**src/rtl/mem_load_unit_pkg.sv**
```systemverilog
// Shared constants for the memory-stage load unit: memop encoding and FSM states.
package mem_load_unit_pkg;

    // Width of the one-hot memop bus
    localparam int unsigned MMOP = 12;

    // One-hot memop codes; bit position identifies the operation
    localparam logic [MMOP-1:0] OpLb  = 12'h001;
    localparam logic [MMOP-1:0] OpLbu = 12'h002;
    localparam logic [MMOP-1:0] OpLh  = 12'h004;
    localparam logic [MMOP-1:0] OpLhu = 12'h008;
    localparam logic [MMOP-1:0] OpLw  = 12'h010;
    localparam logic [MMOP-1:0] OpSb  = 12'h020;
    localparam logic [MMOP-1:0] OpSh  = 12'h040;
    localparam logic [MMOP-1:0] OpSw  = 12'h080;
    localparam logic [MMOP-1:0] OpLwl = 12'h100;
    localparam logic [MMOP-1:0] OpLwr = 12'h200;
    localparam logic [MMOP-1:0] OpSwl = 12'h400;
    localparam logic [MMOP-1:0] OpSwr = 12'h800;

    localparam logic [MMOP-1:0] LoadMask = OpLb | OpLbu | OpLh | OpLhu | OpLw | OpLwl | OpLwr;

    // Transaction tracking states
    typedef enum logic [1:0] {
        StIdle  = 2'd0,
        StWait  = 2'd1,
        StBuf   = 2'd2,
        StDrain = 2'd3
    } state_e;

    // True when the memop produces its result from returned data
    function automatic logic is_load(input logic [MMOP-1:0] memop);
        return |(memop & LoadMask);
    endfunction

endpackage

```
**src/rtl/mem_load_unit_load_align.sv**
```systemverilog
// Combinational load extraction: selects, extends and merges returned data.
module load_align
    import mem_load_unit_pkg::*;
(
    input  logic [MMOP-1:0] memop,
    input  logic [1:0]      addr_low,
    input  logic [31:0]     rdata,
    input  logic [31:0]     rt,
    output logic [31:0]     result
);

    logic [7:0]  byte_sel;
    logic [15:0] half_sel;
    logic [31:0] lwl_val;
    logic [31:0] lwr_val;

    // Little-endian byte/half pick and unaligned-word merges
    always_comb begin
        byte_sel = 8'h00;
        lwl_val  = 32'h0;
        lwr_val  = 32'h0;
        half_sel = addr_low[1] ? rdata[31:16] : rdata[15:0];
        unique case (addr_low)
            2'd0: begin
                byte_sel = rdata[7:0];
                lwl_val  = {rdata[7:0], rt[23:0]};
                lwr_val  = rdata;
            end
            2'd1: begin
                byte_sel = rdata[15:8];
                lwl_val  = {rdata[15:0], rt[15:0]};
                lwr_val  = {rt[31:24], rdata[31:8]};
            end
            2'd2: begin
                byte_sel = rdata[23:16];
                lwl_val  = {rdata[23:0], rt[7:0]};
                lwr_val  = {rt[31:16], rdata[31:16]};
            end
            2'd3: begin
                byte_sel = rdata[31:24];
                lwl_val  = rdata;
                lwr_val  = {rt[31:8], rdata[31:24]};
            end
        endcase
    end

    // Result select by memop; non-loads yield zero and are replaced upstream
    always_comb begin
        result = 32'h0;
        unique case (memop)
            OpLb:    result = {{24{byte_sel[7]}}, byte_sel};
            OpLbu:   result = {24'h0, byte_sel};
            OpLh:    result = {{16{half_sel[15]}}, half_sel};
            OpLhu:   result = {16'h0, half_sel};
            OpLw:    result = rdata;
            OpLwl:   result = lwl_val;
            OpLwr:   result = lwr_val;
            default: result = 32'h0;
        endcase
    end

endmodule

```
**src/rtl/mem_load_unit.sv**
```systemverilog
// Memory-stage load unit: tracks the single outstanding data transaction,
// stalls until data_ok, buffers data under downstream stall, drains flushed
// responses and forms the stage result.
module mem_load_unit
    import mem_load_unit_pkg::*;
(
    input  logic            clk,
    input  logic            rst_n,
    input  logic            mem_flush_i,
    input  logic            mem_stall_i,
    input  logic            mem_memen_i,
    input  logic [MMOP-1:0] mem_memop_i,
    input  logic [1:0]      mem_memaddr_low_i,
    input  logic [31:0]     mem_alures_i,
    input  logic [31:0]     mem_rtvalue_i,
    input  logic            data_ok,
    input  logic [31:0]     data_rdata,
    output logic [31:0]     mem_wdata_o,
    output logic            mem_stallreq_o,
    output logic            mem_busy_o
);

    state_e      state_q, state_d;
    logic [31:0] buf_q;
    logic        buf_we;
    logic [31:0] align_src;
    logic [31:0] align_res;
    logic        use_load;

    // State register
    always_ff @(posedge clk or negedge rst_n) begin
        if (!rst_n) begin
            state_q <= StIdle;
        end else begin
            state_q <= state_d;
        end
    end

    // Data buffer, loaded only when data returns while downstream is stalled
    always_ff @(posedge clk or negedge rst_n) begin
        if (!rst_n) begin
            buf_q <= 32'h0;
        end else if (buf_we) begin
            buf_q <= data_rdata;
        end
    end

    // Next state, buffer enable and handshake outputs; flush beats stall
    always_comb begin
        state_d        = state_q;
        buf_we         = 1'b0;
        mem_stallreq_o = 1'b0;
        mem_busy_o     = 1'b0;
        unique case (state_q)
            StIdle: begin
                if (mem_memen_i) begin
                    if (data_ok) begin
                        if (!mem_flush_i && mem_stall_i) begin
                            state_d = StBuf;
                            buf_we  = 1'b1;
                        end
                    end else begin
                        mem_stallreq_o = 1'b1;
                        mem_busy_o     = 1'b1;
                        state_d        = mem_flush_i ? StDrain : StWait;
                    end
                end
            end
            StWait: begin
                mem_busy_o = 1'b1;
                if (data_ok) begin
                    if (mem_flush_i) begin
                        state_d = StIdle;
                    end else if (mem_stall_i) begin
                        state_d = StBuf;
                        buf_we  = 1'b1;
                    end else begin
                        state_d = StIdle;
                    end
                end else begin
                    mem_stallreq_o = 1'b1;
                    if (mem_flush_i) begin
                        state_d = StDrain;
                    end
                end
            end
            StBuf: begin
                if (mem_flush_i || !mem_stall_i) begin
                    state_d = StIdle;
                end
            end
            StDrain: begin
                // Owed response belongs to a flushed instruction; swallow it
                mem_busy_o = 1'b1;
                if (data_ok) begin
                    state_d = StIdle;
                end
            end
            default: state_d = StIdle;
        endcase
    end

    // Stage result: aligned load data from bus or buffer, else the ALU result
    always_comb begin
        align_src   = (state_q == StBuf) ? buf_q : data_rdata;
        use_load    = mem_memen_i && is_load(mem_memop_i) && (state_q != StDrain);
        mem_wdata_o = use_load ? align_res : mem_alures_i;
    end

    load_align u_load_align (
        .memop    (mem_memop_i),
        .addr_low (mem_memaddr_low_i),
        .rdata    (align_src),
        .rt       (mem_rtvalue_i),
        .result   (align_res)
    );

    // A response with nothing outstanding breaks the bus protocol
    a_no_orphan_data_ok : assert property (
        @(posedge clk) disable iff (!rst_n)
        !((state_q == StIdle) && !mem_memen_i && data_ok)
    );

endmodule

```
**config.mk**
```make
export PLATFORM = sky130hd
export DESIGN_NAME = mem_load_unit
export DESIGN_NICKNAME = d
export VERILOG_FILES = /design/src/rtl/mem_load_unit_pkg.sv /design/src/rtl/mem_load_unit_load_align.sv /design/src/rtl/mem_load_unit.sv
export SDC_FILE = /design/constraint.sdc
export NUM_CORES = 1
export LEC_CHECK = 0
export BUFFER_PORTS_ARGS = -buffer_cell sky130_fd_sc_hd__buf_2
export CAP_MARGIN = 20
export CORE_ASPECT_RATIO = 1.5
export CORE_UTILIZATION = 45
export DETAILED_ROUTE_END_ITERATION = 8
export HOLD_SLACK_MARGIN = 0.02
export PLACE_DENSITY = 0.74
export SLEW_MARGIN = 20
export SYNTH_ARGS = -nofsm -noshare
export SYNTH_HDL_FRONTEND = slang
export SYNTH_SLANG_ARGS = --single-unit
```
**constraint.sdc**
```tcl
create_clock -name clk -period 6.8 [get_ports clk]
set_input_delay 0.68 -clock clk [delete_from_list [all_inputs] [get_ports clk]]
set_output_delay 0.68 -clock clk [all_outputs]
set_load 0.01 [all_outputs]
```
==> reports/metrics.cfg <==
[clock_network]
cts_resized=0
clkLatencyLatePin_ps=280
cts_buffers=5
cts-root-buf=clkbuf_16
hold_buffers=0
cts_tree=done
cts_sinks=34
htree_levels=2
clk_pin_slew_ps=50
clk_path_buf_depth=2
cts_setup_buffers=0

[pwr]
ir_drop_mv=0.2109
p_int_mw=0.5984
power_frac_seq_pct=33.6
switching_share_pct=33.78
p_leak_nw=2.207
clock_power_share_pct=24.6
combPwrFrac_pct=41.8
p_per_area_mw_per_mm2=177.5
p_switching_mw=0.3052

[synth]
syn_inst=489
synth_edf_count=0
synth-compound-area-share_pct=30.25
synthMuxAreaShare_pct=28.74
synth_area_mm2=0.004153
synth_xor_area_share_pct=0.4218
syn_nets=605
ys_warn_count=0
synth_simple_gate_area_share_pct=15.46
synth_top_family_by_area=compound AO/OA/AOI/OAI gates
ys_async_sr_fraction_pct=100.0
ys_types=58
ys_ff_latch=34
synth-seq-area-share_pct=20.49
synth_fa_ha_area_share_pct=0
synth_area_per_cell_um2=8.492
synth-main-ff-cell=dfrtp_1

[drt]
highest-signal-layer=met4
met1_length_mm=5.865
routedWlPerCell_um=20.11
wl_met3_mm=1.165
wirelength_mm=14.52
drtAntennaViolNets=0
wl_met2_mm=6.902
drcViolationCount=0
vias_per_cell=6.528
drt_first_pass_iters=8
drt_iter0_drc=524
via_count=4713

[placement]
dp_cells=714
gp_congestion=0.9385
place_hpwl_mm=10.72
dpl_worst_slack_ps=2600
post_dp_cell_area_mm2=0.004943
port_buffers=149

[critical_path]
reg2regPathDepth=4
endpoint=mem_wdata_o[0]
slowest_stage=nor2_1
ff2ff_setup_slack_ps=5130
startpoint_type=input port
crit_top_cell=buf_2
setup.worst_path.class=in2out
worst_r2r_endpoint=buf_q[18]$_DFFE_PN0P_
cp-startpoint=mem_memaddr_low_i[0]
path_cells=buf_2 > inv_1 > nor2_1 > mux2_2 > a222oi_1 > o21ai_0 > a22o_1 > buf_2
r2r_start=state_q[0]$_DFFE_PN0P_
critPathBufInv=3
cp_top_family=buffers and inverters
end_kind=output pin
cp_max_fo=33
cp.arrival_ps=3620
worstSetupPathDepth=8
cpPeakStageDelay_ps=620
required_ps=6120

[timing]
slew_viol_final=0
fin_crit_ps=4302
post-route-period-util_pct=63.26
maxSlewHeadroom_pct=23.35
clock_skew_ps=5.282
worst_slack_ps=2498
worstMarginPinSlew_ps=1140
finalHoldViolations=0
rsz0062_at_grt=no
setup-tns-final_ps=0
fmax_mhz=232.5
setup_viol=0

[cells_and_area]
area_growth_pct=22.60
drive_above_1_share_pct=41.67
instances_no_fill=722
diodes=0
final_cell_area_mm2=0.005091
nNetsFinal=727

[die]
die-area_mm2=0.009624
core_mm2=0.008881
die_w_um=80.44
row_count=42
start_util_pct=46.76
die_h_um=119.7
io_pins=150

[min_path]
hold_class=in2async

[outcome]
status=finished, final reports clean

[run]
maxCapViolCount=0

[global_routing]
grt.total_usage_pct=30.43
globalRouteOverflowTotal=0
grt_pass1_wl_mm=22.43
grt_pass1_vias=4449
antenna_found_initial=0
grt_max_degree=44

[worst min path at each step]
stage,to,slack (ps),cells past startpoint
2_1_floorplan,buf_q[0]$_DFFE_PN0P_,380,0
6_report,buf_q[31]$_DFFE_PN0P_,460,1
3_3_place_gp,buf_q[6]$_DFFE_PN0P_,480,1
5_1_grt,buf_q[19]$_DFFE_PN0P_,520,1
3_5_place_dp,buf_q[3]$_DFFE_PN0P_,490,1
4_1_cts,buf_q[31]$_DFFE_PN0P_,490,1
[cells in the mapped netlist (all sizes together) (2+ instances only)]
cell type	n	share of area [%]
xor2	2	0.42
buf	11	1.5
nor2	51	4.6
nor4	5	1.1
clkbuf	30	2.7
a22o	22	4.6
o21bai	6	1.1
a221oi	6	1.3
inv	5	0.45
mux2i	18	4.3
o21ai	25	3.0
a2111oi	3	0.63
or4	3	0.54
o31ai	2	0.36
a32o	2	0.48
a222oi	7	1.7
nand3	2	0.24
o211ai	16	2.9
a2bb2oi	6	1.3
mux4	12	6.5
a31oi	10	1.9
a21o	4	0.72
nand2b	6	0.90
o41ai	2	0.42
a211oi	6	1.1
a22oi	7	1.3
or4b	3	0.81
nand4	2	0.30
or2	3	0.45
dfrtp	34	20
o22ai	4	0.60
mux2	66	18
nor3	16	1.9
nand2	31	2.8
a21oi	44	5.3
[through the flow]
stage | power (mW) | hold WS [ps] | utilization, %
2_1_floorplan | 0.5530 | 384.4 | -
3_3_place_gp | 0.6660 | 485.0 | 55.66
3_5_place_dp | 0.6780 | 492.4 | 55.66
4_1_cts | 0.9045 | 489.9 | 57.33
5_1_grt | 0.9572 | 521.5 | 57.33
6_report | 0.9036 | 463.9 | 57.33
[layer usage]
layer	global-route usage, %	vias up
li1	-	2165
met1	39.82	2203
met2	48.73	298
met3	3.270	47
met4	15.85	0
met5	0	-
[flip-flops by register name, summed over array words and instances, names as in the netlist]
signal and cells:
buf_q 32, state_q 2
[cell families (layout without fill, tap and decap cells)]
group,count (synthesis),count (layout)
buffers and inverters,46,169
multiplexers,96,96
AO/OA/AOI/OAI,180,180
flip-flops,34,34
XOR/XNOR,2,2
AND/OR/NAND/NOR,131,131
[power by group through the flow]
stage / sequential, mW / combinational [mW] / clock (mW)
after CTS: 0.304 / 0.373 / 0.227
after global routing: 0.314 / 0.406 / 0.237
after floorplan: 0.294 / 0.259 / 0
after detailed placement: 0.307 / 0.371 / 0
after global placement: 0.300 / 0.366 / 0
final: 0.304 / 0.378 / 0.222
[layout by cell type, fill, tap and decap left out, drive strengths merged, types with 7 or more instances in the layout]
master,instances
nor2,51
nand2,31
buf,156
a22oi,7
a31oi,10
o211ai,16
clkbuf,7
a22o,22
o21ai,25
nor3,16
mux2i,18
a21oi,44
mux2,66
mux4,12
dfrtp,34
a222oi,7
[layout make-up]
type / count / area, um2
Fill cell: 829 / 3790
Multi-Input combinational cell: 409 / 3138
Sequential cell: 34 / 850.8
Timing Repair Buffer: 156 / 798.3
Clock buffer: 7 / 142.6
Tap cell: 110 / 137.6
Inverter: 5 / 18.77
Clock inverter: 1 / 5.005
Note: power is estimated with default switching activity, not from simulation.
